<file path="config.mk">
export PLATFORM = sky130hd
export DESIGN_NAME = data_cache
export DESIGN_NICKNAME = d
export VERILOG_FILES = /design/src/rtl/data_cache.sv
export SDC_FILE = /design/constraint.sdc
export NUM_CORES = 1
export LEC_CHECK = 0
export ABC_AREA = 1
export CAP_MARGIN = 0
export CORE_MARGIN = 4
export CORE_UTILIZATION = 40
export DETAILED_ROUTE_END_ITERATION = 12
export PLACE_DENSITY = 0.62
export SLEW_MARGIN = 20
export SYNTH_ARGS = -nofsm -noshare
export SYNTH_HDL_FRONTEND = slang
export SYNTH_SLANG_ARGS = --single-unit
</file>
<file path="constraint.sdc">
create_clock -name Clk -period 4.83 [get_ports Clk]
set_input_delay 1.2075 -clock Clk [delete_from_list [all_inputs] [get_ports Clk]]
set_output_delay 1.2075 -clock Clk [all_outputs]
set_load 0.1 [all_outputs]
</file>
<file path="src/rtl/data_cache.sv">
// Direct-mapped, write-through, no-write-allocate data cache between the CPU MEM stage
// and a word-wide main memory; read misses stall the CPU while the line fills word by word.
module data_cache #(
  parameter int WORD_SIZE  = 16,
  parameter int LINE_WORDS = 4,
  parameter int NUM_LINES  = 4
) (
  input  logic                 Clk,
  input  logic                 Reset_N,
  input  logic                 readC,
  input  logic                 writeC,
  input  logic [WORD_SIZE-1:0] address,
  input  logic [WORD_SIZE-1:0] writeData,
  output logic [WORD_SIZE-1:0] cacheData,
  output logic                 cacheHit,
  output logic                 writeToData,
  output logic                 mem_read,
  output logic                 mem_write,
  output logic [WORD_SIZE-1:0] mem_addr,
  output logic [WORD_SIZE-1:0] mem_wdata,
  input  logic [WORD_SIZE-1:0] mem_rdata,
  input  logic                 mem_ready,
  output logic [15:0]          hit_count,
  output logic [15:0]          miss_count
);

  localparam int OFF_BITS  = $clog2(LINE_WORDS);
  localparam int IDX_BITS  = $clog2(NUM_LINES);
  localparam int TAG_BITS  = WORD_SIZE - OFF_BITS - IDX_BITS;
  localparam int LINE_BITS = WORD_SIZE - OFF_BITS;

  typedef enum logic [1:0] {S_IDLE, S_FILL, S_WRITE} state_t;

  state_t                 state_q;
  logic [NUM_LINES-1:0]   valid_q;
  logic [TAG_BITS-1:0]    tag_q  [NUM_LINES];
  logic [WORD_SIZE-1:0]   data_q [NUM_LINES][LINE_WORDS];
  logic [OFF_BITS-1:0]    cnt_q;
  logic [LINE_BITS-1:0]   line_q;
  logic                   mem_read_q;
  logic                   mem_write_q;
  logic [WORD_SIZE-1:0]   mem_addr_q;
  logic [WORD_SIZE-1:0]   mem_wdata_q;
  logic                   wtd_q;
  logic [15:0]            hit_cnt_q;
  logic [15:0]            miss_cnt_q;

  logic [OFF_BITS-1:0]    off;
  logic [IDX_BITS-1:0]    idx;
  logic [TAG_BITS-1:0]    tag;
  logic [IDX_BITS-1:0]    fill_idx;
  logic [TAG_BITS-1:0]    fill_tag;
  logic                   hit;
  logic                   rd_req;
  logic                   last_word;

  assign off       = address[OFF_BITS-1:0];
  assign idx       = address[OFF_BITS +: IDX_BITS];
  assign tag       = address[WORD_SIZE-1 -: TAG_BITS];
  assign fill_idx  = line_q[IDX_BITS-1:0];
  assign fill_tag  = line_q[LINE_BITS-1 -: TAG_BITS];
  assign hit       = valid_q[idx] && (tag_q[idx] == tag);
  assign rd_req    = readC && !writeC;
  assign last_word = (cnt_q == OFF_BITS'(LINE_WORDS - 1));

  always_comb begin
    cacheHit  = 1'b1;
    cacheData = '0;
    case (state_q)
      S_IDLE: begin
        cacheHit = !(rd_req && !hit);
        if (rd_req && hit) cacheData = data_q[idx][off];
      end
      S_FILL:  cacheHit = 1'b0;
      default: cacheHit = 1'b1;
    endcase
  end

  assign writeToData = wtd_q;
  assign mem_read    = mem_read_q;
  assign mem_write   = mem_write_q;
  assign mem_addr    = mem_addr_q;
  assign mem_wdata   = mem_wdata_q;
  assign hit_count   = hit_cnt_q;
  assign miss_count  = miss_cnt_q;

  always_ff @(posedge Clk or negedge Reset_N) begin
    if (!Reset_N) begin
      state_q     <= S_IDLE;
      valid_q     <= '0;
      cnt_q       <= '0;
      line_q      <= '0;
      mem_read_q  <= 1'b0;
      mem_write_q <= 1'b0;
      mem_addr_q  <= '0;
      mem_wdata_q <= '0;
      wtd_q       <= 1'b0;
      hit_cnt_q   <= '0;
      miss_cnt_q  <= '0;
    end else begin
      case (state_q)
        S_IDLE: begin
          if (writeC) begin
            mem_addr_q  <= address;
            mem_wdata_q <= writeData;
            mem_write_q <= 1'b1;
            wtd_q       <= 1'b1;
            state_q     <= S_WRITE;
          end else if (readC) begin
            if (hit) begin
              hit_cnt_q <= hit_cnt_q + 16'd1;
            end else begin
              // Line is invalidated up front so an aborted fill can never hit.
              miss_cnt_q     <= miss_cnt_q + 16'd1;
              valid_q[idx]   <= 1'b0;
              line_q         <= address[WORD_SIZE-1:OFF_BITS];
              cnt_q          <= '0;
              mem_read_q     <= 1'b1;
              mem_addr_q     <= {address[WORD_SIZE-1:OFF_BITS], {OFF_BITS{1'b0}}};
              state_q        <= S_FILL;
            end
          end
        end
        S_FILL: begin
          if (mem_ready) begin
            if (last_word) begin
              valid_q[fill_idx] <= 1'b1;
              mem_read_q        <= 1'b0;
              cnt_q             <= '0;
              state_q           <= S_IDLE;
            end else begin
              cnt_q      <= cnt_q + 1'b1;
              mem_addr_q <= {line_q, OFF_BITS'(cnt_q + 1'b1)};
            end
          end
        end
        S_WRITE: begin
          if (mem_ready) begin
            mem_write_q <= 1'b0;
            wtd_q       <= 1'b0;
            state_q     <= S_IDLE;
          end
        end
        default: state_q <= S_IDLE;
      endcase
    end
  end

  // Data and tag storage carry no reset; the valid bits alone gate their use.
  always_ff @(posedge Clk) begin
    if (state_q == S_IDLE && writeC && hit)
      data_q[idx][off] <= writeData;
    if (state_q == S_FILL && mem_ready) begin
      data_q[fill_idx][cnt_q] <= mem_rdata;
      if (last_word) tag_q[fill_idx] <= fill_tag;
    end
  end

endmodule

</file>
Word-level counts from Yosys, hierarchy flattened
Memory sizes are Yosys's and may differ from the RTL's.
Index checks and enable logic that the tools add are counted.
- bits in registers: 88
- bits in writable memories: 304
- input port bits: 53
- output and inout bits: 84
- word-level logic and storage cells: 130
- memories: 2
- add/subtract/negate cells: 3
- magnitude comparators: 8
- equality and inequality tests: 14
- mux-type cells: 60
- bitwise gates (word level): 7
- reduce and logical (&&, ||, !) cells: 26
- memory list (memory ; words ; width ; rd ports ; clocked after Yosys merged registers in ; wr ports ; RTL line ; source):
    data_q ; 4 ; 64 ; 1 ; 0 ; 1 ; 37 ; logic [WORD_SIZE-1:0] data_q [NUM_LINES][LINE_WORDS];
    tag_q ; 4 ; 12 ; 1 ; 0 ; 1 ; 36 ; logic [TAG_BITS-1:0] tag_q [NUM_LINES];
- operators by type and width (kind ; count):
    two-way mux 64 bit ; 4
    two-way mux 16 bit ; 11
    demux 16 bit (select 2 bit) ; 2
    OR reduction 64 bit ; 1
    adder 16 x 1 -> 16 bit, second input constant ; 2
    binary-select mux 16 bit (select 2 bit) ; 1
    case mux 16 bit (2 select lines) ; 1
    two-way mux 2 bit ; 12
    two-way mux 4 bit ; 5
    inequality test 2 bit, second input constant ; 8
    two-way mux 1 bit ; 15
    AND reduction 5 bit ; 3
    equality test 12 bit ; 1
    logical AND 1 bit ; 11
    case mux 4 bit (2 select lines) ; 1
    AND reduction 4 bit ; 2
    greater-or-equal comparator 3 bit, second input constant ; 2
    < comparator 2 x 3 -> 1 bit, second input constant ; 2
    < comparator 3 x 1 -> 1 bit, second input constant ; 2
    inequality test 3 bit, second input constant ; 2
    NOT 2 -> 3 bit ; 2
    case mux 1 bit (2 select lines) ; 3
    case mux 2 bit (3 select lines) ; 1
    AND reduction 6 bit ; 1
    other kinds (16) ; 23

Longest topological paths before layout
Gate-level depths: netlist of the first run.
- depth in word-level cells: 10
- mapped depth: 19
- mapped depth without buffers: 16

Worst setup path before layout of the first run
OpenSTA, ideal clock, no wires.
- kind: input to output
- from: in address[2]
- to: out cacheData[10]
- arrival: 3.809 ns
- required time: 3.623 ns
- setup slack: -0.186 ns
- stages on the path: 16
- buffers on the path: 3
- cells stage by stage: buf_6 inv_4 buf_6 nand2_1 nand2_1 nand2_1 nand3_1 nand2_1 nor2_1 nand2_1 nor2_1 nand2_1 nor2_4 inv_2 buf_2 nor2_1
- longest elaborated chain between the ends: 6
- elaborated cells between the ends (all ways): 12
- those cells by class: 1 x eq/ne; 7 x mux; 2 x reduce/logical; 2 x memory
- ends and longest elaborated chain (element ; RTL line ; source):
    start, declared ; 12 ; input logic [WORD_SIZE-1:0] address,
    memory read (4 x 64 bit), or another cell as far along ; -- ;
    binary-select mux 16 bit (select 2 bit), or another cell as far along ; 72 ; if (rd_req && hit) cacheData = data_q[idx][off];
    two-way mux 16 bit (not written as such) or logical AND 1 bit (tied branches) ; 72, 62 ;
    two-way mux 16 bit (not written as such) or logical AND 1 bit (tied branches) ; 72 ;
    two-way mux 16 bit (*) ; 72 ;
    two-way mux 16 bit (*) ; 69 ; case (state_q)
    end, declared ; 14 ; output logic [WORD_SIZE-1:0] cacheData,
Mark *: on every way between the ends. The rest lies on a longest branch, timed or not. The select of a mux whose other input is x is not followed.

Worst setup path in the final report of the first run
- from: in address[2]
- to: out cacheData[3]
The elaborated chain is that of the path after synthesis.

==> results_dict.tcl, run 1 <==
set metrics [dict create \
    power.leakage_nw 7.98 \
    syn_inst 1520 \
    rows 74 \
    worst_slew_pin_slew_ns 1.05 \
    synthAdderAreaFrac_pct 0.448 \
    antenna_left 0 \
    use_met3_pct 3.35 \
    setup-violations-final 0 \
    clockPowerShare_pct 27.5 \
    hpwl_um 28500 \
    yosysUniqueCellTypes 34 \
    cts_sinks 392 \
    rsz0062_at_grt "no" \
    mostFrequentLayoutCells "nand2_1 (383), edfxtp_1 (304), nor2_1 (121)" \
    p_int_mw 7.14 \
    viasPerCell 5.46 \
    antenna_cells 0 \
    timing.rr.end "data_q[0][58]$_DFFE_PP_" \
    grt_overflow_total 0 \
    drtPass1Iterations 5 \
    nets 1748 \
    route.detailed.drc 0 \
    pin_count 137 \
    met1_usage_pct 28.8 \
    grt_start_max_net_pins 61 \
    die_h_um 213 \
    synth_fp_nets 1579 \
    skew_ns 0.0298 \
    status "finished, final reports clean" \
    post-route-min-period_ns 4.62 \
    wl_um 46300 \
    combPwrFrac_pct 31.6 \
    grt_pass1_vias 11800 \
    core_area_um2 41100 \
    cp-end-kind "primary output" \
    min_path_cells 2 \
    htree_num_levels 2 \
    hold_viol 0 \
    p_sw_mw 4.38 \
    synth_compound_area_share_pct 8.10 \
    gr-max-usage-layer "met2" \
    grt_use_met2_pct 32.9 \
    synth_xor_area_share_pct 1.20 \
    initial_core_util_pct 40.8 \
    num_vias 12300 \
    worstReg2RegStart "cnt_q[0]$_DFFE_PN0P_" \
    fin_total_pwr_mw 11.5 \
    tritoncts "yes" \
    maxCapViolCount 0 \
    criticalPathCategory "input pin to primary output" \
    path_depth 11 \
    drtIter0Drc 1161 \
    layout_commonest_cell "nand2_1" \
    hold_start "mem_addr[9]$_DFFE_PN0P_" \
    synth_top_family_by_area "simple AND/OR/NAND/NOR gates" \
    ir_worst_vdd_v 0.000485 \
    die-area_um2 45300 \
    power_density_nw_per_um2 560 \
    utilization_pct 50.1 \
    synth_area_um2 16800 \
    slowest_delay_ns 0.29 \
    cp_max_fo 35 \
    fin_crit_sh_pct 95.7 \
    p_seq_share_pct 40.9 \
    area_delta_synth_final_pct 22.7 \
    synth.avg_cell_area_um2 11.0 \
    wl_per_cell_um 20.6 \
    grt_pass1_wl_um 70900 \
    reg2reg_slack_ns 1.91 \
    cp_cell_sequence "buf_4, buf_12, nor2_1, inv_2, buf_6, o22ai_1, o31ai_1, o2111ai_1, nor2_1, buf_4, buf_12" \
    fillers 3659 \
    synthMuxAreaShare_pct 0 \
    clk_path_buf_depth 3 \
    fmax_mhz 216 \
    floorplan.die.width_um 213 \
    synth_simple_gate_area_share_pct 18.6 \
    ys_seq_area_share_pct 67.6 \
    yosysWarningCount 0 \
    worstSetupStartpointType "input pin" \
    io_buffers 136 \
    required_ns 3.62 \
    crit_slowest_cell "o2111ai_1" \
    hold_end "mem_addr[9]$_DFFE_PN0P_" \
    path_delay_family "buffers and inverters" \
    relSlewSlack_pct 29.7 \
    clk_latency_ns 0.57 \
    grt.total_usage_pct 20.4 \
    swShare_pct 38.0 \
    gp_congestion 0.899 \
    synth-seq-cells 392 \
    cts_made_buffers 42 \
    root_buffer "clkbuf_16" \
    antenna_found_initial 0 \
    reg2reg_depth 10 \
    ctsHoldBuffers 0 \
    cp.arrival_ns 3.41 \
    crit_buf_inv 6 \
    clkTransAtPathRegs_ns 0.06 \
    slew_violations 0 \
    drive_above_1_share_pct 10.8 \
    hold_class "flip-flop to flip-flop" \
]
[Yosys cell counts (all sizes together)]
cell	count	area share, %
a21o	1	0.045
a21oi	20	0.60
a221o	1	0.060
buf	43	1.6
clkbuf	35	0.78
clkinv	3	0.067
dfrtp	88	13
edfxtp	304	54
ha	6	0.45
inv	74	1.7
nand2	388	8.7
nand3	86	2.7
nand3b	4	0.18
nand4	28	1.0
nor2	127	3.0
nor3	93	2.8
nor4	4	0.15
o2111ai	16	0.84
o21ai	56	1.7
o21bai	8	0.36
o22ai	64	2.4
o31ai	48	2.1
xnor2	5	0.26
xor2	18	0.94
[worst max-delay path by stage]
stage                     startpoint            end  slack, ns
after detailed placement  address[2]   cacheData[3]       0.15
final                     address[2]   cacheData[3]       0.21
after CTS                 address[2]   cacheData[3]       0.12
after floorplan           address[2]  cacheData[10]      -0.19
after global routing      address[2]   cacheData[8]       0.03
after global placement    address[2]   cacheData[3]       0.16
[worst min-delay path, delay by kind of cell, from the launching register on]
family | cells | cell delay, ns
AND/OR/NAND/NOR | 2 | 0.09
flip-flops | 1 | 0.34
[repair_timing]
item	CTS	global route
buffers inserted	0	0
endpoints found under the setup margin	0	1
gates resized for setup	0	1
[stage by stage]
step / hold slack [ns] / instances / cell area (µm²) / setup WS (ns) / setup TNS (ns)
finish: 0.467 / 2254 / 20600 / 0.208 / 0
floorplan: 0.474 / 1520 / 16800 / -0.186 / -2.63
CTS: 0.473 / 2254 / 20600 / 0.121 / 0
detailed placement: 0.459 / 2177 / 19200 / 0.147 / 0
global placement: 0.455 / 2177 / 19200 / 0.160 / 0
global route: 0.491 / 2254 / 20600 / 0.0266 / 0
[flip-flops by register name, summed over array words and instances (netlist names)]
signal	flops
data_q	256
tag_q	48
hit_count	16
mem_addr	16
mem_wdata	16
miss_count	16
line_q	14
valid_q	4
cnt_q	2
state_q	2
mem_read	1
writeToData	1
[routing by layer]
layer  vias up  part of all wire (%)  routed length (µm)
li1       5743                     -                   -
met1      5989                    43               20100
met2       498                    47               21900
met3        70                   7.1                3300
met4         0                   2.4                1120
met5         -                     0                   0
[power groups by stage]
stage          Sequential (mW)  Combinational [mW]  Clock [mW]
3_5_place_dp              4.77                3.63           0
5_1_grt                   4.76                3.87        3.40
4_1_cts                   4.71                3.64        3.24
6_report                  4.71                3.64        3.17
2_1_floorplan             5.79                1.41           0
3_3_place_gp              4.76                3.59           0
[final cells by class]
class / instances / area, µm² / area share (%)
Tap cell: 532 / 666 / 3.23
Clock inverter: 25 / 251 / 1.22
Clock buffer: 52 / 1110 / 5.39
Timing Repair Buffer: 203 / 2100 / 10.2
Inverter: 77 / 292 / 1.42
Sequential cell: 392 / 11300 / 55.1
Multi-Input combinational cell: 973 / 4830 / 23.5
[cells by family (layout without fill, tap and decap cells)]
logic type / Yosys count / in the layout
AND/OR/NAND/NOR: 730 / 730
flip-flops: 392 / 392
AO/OA/AOI/OAI: 214 / 214
buffers and inverters: 155 / 357
XOR/XNOR: 23 / 23
adder cells (fa/ha/maj): 6 / 6
Power figures use the tool's default switching activity.
==> run 2: changes to the inputs <==
==> constraint.sdc (replaced) <==
create_clock -name Clk -period 4.83 [get_ports Clk]
set_input_delay 0.966 -clock Clk [delete_from_list [all_inputs] [get_ports Clk]]
set_output_delay 0.966 -clock Clk [all_outputs]
set_load 0.1 [all_outputs]
==> run 2 against run 1 <==
Effect of this change: clock power down 7.6%; design area down 0.76%; critical path depth down 2; highest routed layer unchanged.
==> results_dict.tcl, run 2 (synthesis results as in run 1) <==
set metrics [dict create \
    status "finished, final reports clean" \
    rsz0062_at_grt "no" \
    required_ns 3.86 \
    power_density_nw_per_um2 552 \
    drtPass1Iterations 5 \
    cp_max_fo 56 \
    wl_um 45600 \
    hpwl_um 28000 \
    nets 1740 \
    num_vias 12200 \
    core_area_um2 41100 \
    mostFrequentLayoutCells "nand2_1 (383), edfxtp_1 (304), nor2_1 (121)" \
    skew_ns 0.0252 \
    hold_class "flip-flop to flip-flop" \
    rows 74 \
    antenna_cells 0 \
    antenna_found_initial 0 \
    reg.largest.list "data_q (256), tag_q (48)" \
    layout_commonest_cell "nand2_1" \
    crit_buf_inv 4 \
    die_h_um 213 \
    worst_slew_pin_slew_ns 1.06 \
    cts_sinks 392 \
    cp_cell_sequence "buf_4, buf_4, nand2_2, buf_12, o22ai_1, nor3_1, o2111ai_1, nor2_1, buf_12" \
    setup_tns_ns 0 \
    wl_per_cell_um 20.3 \
    grt.total_usage_pct 20.1 \
    fillers 3694 \
    area_delta_synth_final_pct 21.8 \
    clk_latency_ns 0.57 \
    fin_total_pwr_mw 11.3 \
    regMostFlops "data_q" \
    worstSetupStartpointType "input pin" \
    initial_core_util_pct 40.8 \
    slowest_delay_ns 0.53 \
    fmax_mhz 237 \
    pin_count 137 \
    slew_violations 0 \
    criticalPathCategory "input pin to primary output" \
    maxCapViolCount 0 \
    grt_pass1_vias 11900 \
    die-area_um2 45300 \
    fin_crit_sh_pct 87.2 \
    gp_congestion 0.878 \
    power.leakage_nw 7.88 \
    largest_reg_flops 256 \
    relSlewSlack_pct 28.8 \
    hold_viol 0 \
    cp-end-kind "primary output" \
    clkTransAtPathRegs_ns 0.06 \
    final_area_um2 20400 \
    ctsHoldBuffers 0 \
    grt_overflow_total 0 \
    post_cts_buffers 0 \
    drive_above_1_share_pct 9.80 \
    cp.arrival_ns 3.25 \
    route.detailed.drc 0 \
    tritoncts "yes" \
    cts_made_buffers 41 \
    htree_num_levels 2 \
    path_delay_family "buffers and inverters" \
    cts_resized 0 \
    antenna_left 0 \
    io_buffers 136 \
    ir_worst_vdd_v 0.000355 \
    multi_input_area_um2 4830 \
    grt_start_max_net_pins 82 \
    viasPerCell 5.41 \
    grt_pass1_wl_um 70300 \
    crit_slowest_cell "buf_4" \
    drtIter0Drc 994 \
    clk_path_buf_depth 3 \
    setup-violations-final 0 \
    post-route-min-period_ns 4.21 \
    root_buffer "clkbuf_16" \
    placed_cell_area_um2 19200 \
    final-seq-area_um2 11300 \
    floorplan.die.width_um 213 \
]
[run 2: final cells by class]
class | count | area share (%)
clock buffer | 58 | 5.54
timing repair buffer | 196 | 10.1
tap | 532 | 3.26
inverter | 77 | 1.43
multi-input combinational | 973 | 23.7
sequential | 392 | 55.5
clock inverter | 18 | 0.539
[run 2: routing by layer]
layer | track usage, % | up-vias | wire [µm]
met1 | 28.6 | 5925 | 20200
met5 | 0 | - | 0
met4 | 6.64 | 0 | 1210
li1 | - | 5723 | -
met3 | 3.29 | 74 | 3280
met2 | 31.9 | 437 | 20900
[run 2: stage by stage]
stage | worst slack (ns) | util (%) | cells | hold slack (ns)
final | 0.617 | 49.7 | 2246 | 0.472
after global routing | 0.382 | 49.7 | 2246 | 0.495
after CTS | 0.610 | 49.7 | 2246 | 0.480
after detailed placement | 0.608 | 46.7 | 2170 | 0.465
after global placement | 0.639 | 46.6 | 2170 | 0.457
after floorplan | 0.297 | - | 1520 | 0.474
[run 2: worst paths after layout]
kind	start	endpoint	slack (ns)	cells past startpoint
setup reg to reg	state_q[1]$_DFFE_PN0P_	data_q[2][61]$_DFFE_PP_	1.52	12
max in group asynchronous	Reset_N	mem_wdata[12]$_DFFE_PN0P_	3.31	2
hold / removal	mem_addr[15]$_DFFE_PN0P_	mem_addr[15]$_DFFE_PN0P_	0.47	2
hold reg to reg	mem_addr[15]$_DFFE_PN0P_	mem_addr[15]$_DFFE_PN0P_	0.47	2
setup / recovery	address[2]	cacheData[7]	0.62	9
min in group asynchronous	Reset_N	mem_addr[9]$_DFFE_PN0P_	0.48	1
[run 2: power breakdown]
part | switching [mW] | internal [mW]
clock network | 1.29 | 1.64
logic | 2.77 | 0.848
registers | 0.273 | 4.44
[run 2: worst reg2reg max path, cell delays in order (launching register included)]
cell and delay [ns]:
dfrtp_1 0.43, nor2_2 0.12, buf_4 0.33, nand2_1 0.14, inv_1 0.14, nand2_1 0.19
nand4_1 0.19, buf_4 0.33, nand2_1 0.08, o21ai_0 0.14, nand2_1 0.24, a21oi_2 0.44
buf_12 0.23
==> patch 1, RTL diff (flow settings as in run 2) <==
Change the parameter `WORD_SIZE` from 16 to 32.
--- a/src/rtl/data_cache.sv
+++ b/src/rtl/data_cache.sv
@@ -2,5 +2,5 @@
 // and a word-wide main memory; read misses stall the CPU while the line fills word by word.
 module data_cache #(
-  parameter int WORD_SIZE  = 16,
+  parameter int WORD_SIZE  = 32,
   parameter int LINE_WORDS = 4,
   parameter int NUM_LINES  = 4
Interface: changed (6 resized); port bits go from 137 to 233. No check against the original RTL was run, so the function may have changed too.
==> patch 1 against run 2 <==
- routed wire length is 98% higher
- power increased by 93%
- area after synthesis grew 89%
- clock skew rose by 0.027 ns
- design area grew 90%
- synthesized cell count increased by 82%
- worst setup slack got worse by 0.39 ns
- largest cell class unchanged
- sequential cell count grew 368
- critical endpoint is now cacheData[18]
- sequential power rose by 96%
==> patch 1: results (changes against run 2) <==
| Metric | Value |
|---|---|
| Number of global-route vias before repair | 22400 (+88%) |
| Synth Area in Adders | 0.237% (-0.21 points) |
| Share of cells above drive strength 1 | 9.72% (-0.081 points) |
| Worst Hold Margin | 0.278 ns (-0.194 ns) |
| R2R Setup Slk | 1.29 ns (-0.23 ns) |
| Number of enable-type register cells in the synthesized netlist | 624 (+110%) |
| Yosys cell types | 37 (+8.8%) |
| Vias per inst | 5.50 (+1.6%) |
| Largest fanout on the critical path | 130 (+130%) |
| Arrival @ worst endpoint | 3.64 ns (+0.39 ns) |
| Port bufs | 232 (+71%) |
| Via count | 22700 (+87%) |
| Pin slew with the least headroom to its limit | 1.06 ns (-0.00123 ns) |
| Largest registers | data_q (512), tag_q (112) |
| Launching point of the worst reg2reg path | state_q[0]$_DFFE_PN0P_ |
| CP Capture Point | cacheData[18] |
| Cell Pwr Density | 559 mW/mm^2 (+1.4%) |
| Count of routing violations after the opening detailed-route iteration | 1991 (+100%) |
| Result of the run | finished clean |
| Portion of the post-synthesis area used by sequential elements | 69.8% (+2.2 points) |
| Number of antenna violations at the first check in global routing | 3 (+3) |
| Final weighted congestion in routability-driven placement | 0.899 (+2.4%) |
| Final net count | 3116 (+79%) |
| Hold Crit Class | primary input to asynchronous set/reset pin |
| Post-placement worst setup slack | 0.237 ns (-0.372 ns) |
| Met2 layer usage reported by global route | 36.9% (+4.9 points) |
| Met1 track demand over resource | 28.0% (-0.67 points) |
| Clk Latency, worst-skew pair | 0.65 ns (+0.08 ns) |
| Clock share of power | 28.8% (+2.8 points) |
| Switching part of the total power | 36.4% (-2.0 points) |
| Clock Skew | 0.0525 ns (+0.0272 ns) |
| Most numerous cell types in the synthesized netlist | nand2_1, edfxtp_1, nor3_1 |
| H-tree depth | 3 (+1) |
| Post-Syn Area per Cell | 11.5 um^2 (+4.2%) |
| Sum of routed wire segments on met1 | 37300 um (+85%) |
| Final HPWL from detailed placement | 54800 um (+96%) |
| Post-Synth XOR/XNOR Area | 0.442% (-0.76 points) |
| Sum of met2 wire segment lengths after detailed routing | 45500 um (+120%) |
| Standard cell area after detailed placement | 0.0361 mm^2 (+88%) |
==> patch 1: changes by cell type after synthesis, moves of 23 or more <==
cell and delta:
clkbuf_1 +64, edfxtp_1 +320, nor3_1 +214, dfrtp_1 +48, o22ai_1 +64, o31ai_1 +50, inv_1 +70, o21ai_0 +69
nand4_1 +23, nand2_1 +286
==> patch 1: critical path, cell delays in order <==
cell and delay [ns]:
buf_6 0.20, inv_6 0.38, buf_12 0.46, nor3_1 0.11, o31ai_1 0.39, o2111ai_1 0.34, nor2_1 0.28, buf_12 0.21
==> patch 1: cell type report <==
class                   instances  area [um^2]  area share [%]
diodes                          2         5.00          0.0129
clock buffers                 103         2210            5.71
clock inverters                49          489            1.26
inverters                     143          544            1.40
multi-input cells            1692         8520            22.0
flip-flops and latches        760        22100            57.1
well taps                    1050         1310            3.39
repair buffers                329         3560            9.18
==> patch 2, RTL diff (config.mk and constraints of run 2) <==
Made on the original files. Re-encode `state_t` (3 states) as one-hot, 3 bits wide.
--- a/src/rtl/data_cache.sv
+++ b/src/rtl/data_cache.sv
@@ -30,5 +30,5 @@
   localparam int LINE_BITS = WORD_SIZE - OFF_BITS;
 
-  typedef enum logic [1:0] {S_IDLE, S_FILL, S_WRITE} state_t;
+  typedef enum logic [2:0] {S_IDLE = 3'b001, S_FILL = 3'b010, S_WRITE = 3'b100} state_t;
 
   state_t                 state_q;
Check against the original RTL: same outputs for any inputs over 4 cycles, from zero or initial values and one cycle with Reset_N low; so few cycles prove little.
==> patch 2 against run 2 <==
- area after synthesis shrank 1.9%
- power is 9.1% lower
- design area fell by 1.1%
- largest power group unchanged
- sequential share of layout area up 0.72 points
- routed wire length down 3.1%
- sequential cell count increased by 1
- worst setup slack got worse by 0.16 ns
==> patch 2: results (changes against run 2) <==
| Metric | Value |
|---|---|
| Result of the run | finished clean |
| Fill cell total of the finished layout | 3662 (-0.87%) |
| Top cells by area, synth | edfxtp_1, dfrtp_1, nand2_1, nor3_1, o21ai_0 |
| Final net count | 1672 (-3.9%) |
| Category of cells accounting for the largest share of critical-path delay | buffers and inverters |
| Post-cts sizing count | 0 (unchanged) |
| Endpoint of the worst-slack reg-to-reg timing path | data_q[0][16]$_DFFE_PP_ |
| Met2 layer usage reported by global route | 32.9% (+0.95 points) |
| Clock slew seen by the registers of the worst setup and hold paths | 0.06 ns (about the same) |
| Number of antenna violations at the first check in global routing | 0 (unchanged) |
| Launching point of the worst reg2reg path | state_q[0]$_DFFE_PN1P_ |
| Hold Crit Class | primary input to asynchronous set/reset pin |
| Max rail drop VDD | 0.329 mV (-7.4%) |
| Static Leakage | 0.00758 uW (-3.9%) |
| Portion of the post-synthesis area used by sequential elements | 69.0% (+1.4 points) |
| Port bufs | 136 (unchanged) |
| Average detailed-routed wire length per instance | 20.3 um (-0.14%) |
| Number of global-route vias before repair | 11500 (-3.4%) |
| Number of antenna diodes | 0 (unchanged) |
| Worst slew slack as a fraction of its limit | 31.6% (+2.8 points) |
| Yosys cell types | 31 (-8.8%) |
| Largest registers | data_q (256), tag_q (48) |
| R2R Setup Slk | 1.43 ns (-0.09 ns) |
| Clock Skew | 0.0200 ns (-0.00522 ns) |
| Crit path max-delay cell type | clkdlybuf4s50_1 |
| Met1 track demand over resource | 25.8% (-2.8 points) |
| Total iterations of the first detailed-routing run | 5 (unchanged) |
| Bufs on Longest Clock Path | 3 (unchanged) |
| Nets in the synthesized netlist | 1509 (-4.4%) |
| Async set-or-reset flop fraction in the synthesized netlist | 22.6% (+0.20 points) |
| Count of yosys warnings during synthesis | 0 (unchanged) |
| Slowest cell delay on critical path | 0.50 ns (-0.03 ns) |
| Setup fix buffers added after clock tree synthesis | 0 (unchanged) |
| Via count | 11800 (-3.3%) |
| # Max-Cap Violations | 0 (unchanged) |
| Depth of the worst register-to-register path | 9 (-3) |
| First-pass GRT wire length | 67700 um (-3.7%) |
| GRT Overall Usage | 19.7% (-0.48 points) |
| CTS root buffer | clkbuf_16 |
| Most numerous cell types in the synthesized netlist | nand2_1, edfxtp_1, nor3_1 |
| Count of routing violations after the opening detailed-route iteration | 977 (-1.7%) |
| Clock buffers created by TritonCTS | 42 (+2.4%) |
| Number of enable-type register cells in the synthesized netlist | 304 (unchanged) |
| Clk Latency, worst-skew pair | 0.57 ns (about the same) |
| Final weighted congestion in routability-driven placement | 0.885 (+0.81%) |
| H-tree depth | 2 (unchanged) |
| Largest fanout on the critical path | 25 (-55%) |
| Met3 usage in global routing | 3.55% (+0.26 points) |
| Arrival @ worst endpoint | 3.41 ns (+0.16 ns) |
| Pin count of the biggest net entering global routing | 146 (+78%) |
| Share of cells above drive strength 1 | 10.2% (+0.40 points) |
| Internal Pwr Total | 6450 uW (-7.0%) |
| Final HPWL from detailed placement | 27800 um (-0.86%) |
==> patch 2: per-layer routing <==
metal	vias up	part of all wire (%)
li1	5538	-
met1	5714	41
met2	409	49
met3	102	6.5
met4	0	3.5
met5	-	0
==> patch 2: layout make-up <==
cell class	count	area share [%]
Clock inverter	23	0.755
Inverter	92	1.71
Tap cell	532	3.29
Timing Repair Buffer	196	10.1
Sequential cell	393	56.2
Multi-Input combinational cell	888	22.2
Clock buffer	55	5.65
==> patch 2: worst max-delay path by stage <==
stage / start / to / cells past startpoint / slack (ns)
3_5_place_dp: readC / cacheData[11] / 9 / 0.46
5_1_grt: readC / cacheData[11] / 9 / 0.31
2_1_floorplan: address[3] / cacheData[14] / 9 / 0.36
6_report: readC / cacheData[7] / 9 / 0.45
3_3_place_gp: readC / cacheData[13] / 9 / 0.57
4_1_cts: readC / cacheData[11] / 9 / 0.43
==> patch 2: through the flow <==
step	setup WS [ns]	area, um^2	hold slack [ns]	std cells	total power [uW]
3_3_place_gp	0.568	18900	0.467	2101	7260
2_1_floorplan	0.364	16500	0.458	1450	6440
3_5_place_dp	0.457	18900	0.473	2101	7290
4_1_cts	0.431	20200	0.488	2179	10300
6_report	0.455	20200	0.475	2179	10200
5_1_grt	0.314	20200	0.513	2179	10700
==> patch 2: kinds of logic (layout without fill, tap and decap cells) <==
family / after synthesis / count (layout) / share of synthesized area, %
buf+inv: 169 / 366 / 4.11
flops: 393 / 393 / 69.0
simple gates: 599 / 599 / 15.6
compound gates: 258 / 258 / 9.48
xor+xnor: 25 / 25 / 1.33
fa+ha+maj: 6 / 6 / 0.456
==> patch 2: power groups by stage <==
stage	Clock, uW	Sequential (uW)	Combinational (uW)
after floorplan	0	5590	845
after global placement	0	4350	2900
after detailed placement	0	4370	2920
after CTS	3080	4300	2930
after global routing	3230	4350	3080
final	3020	4300	2910
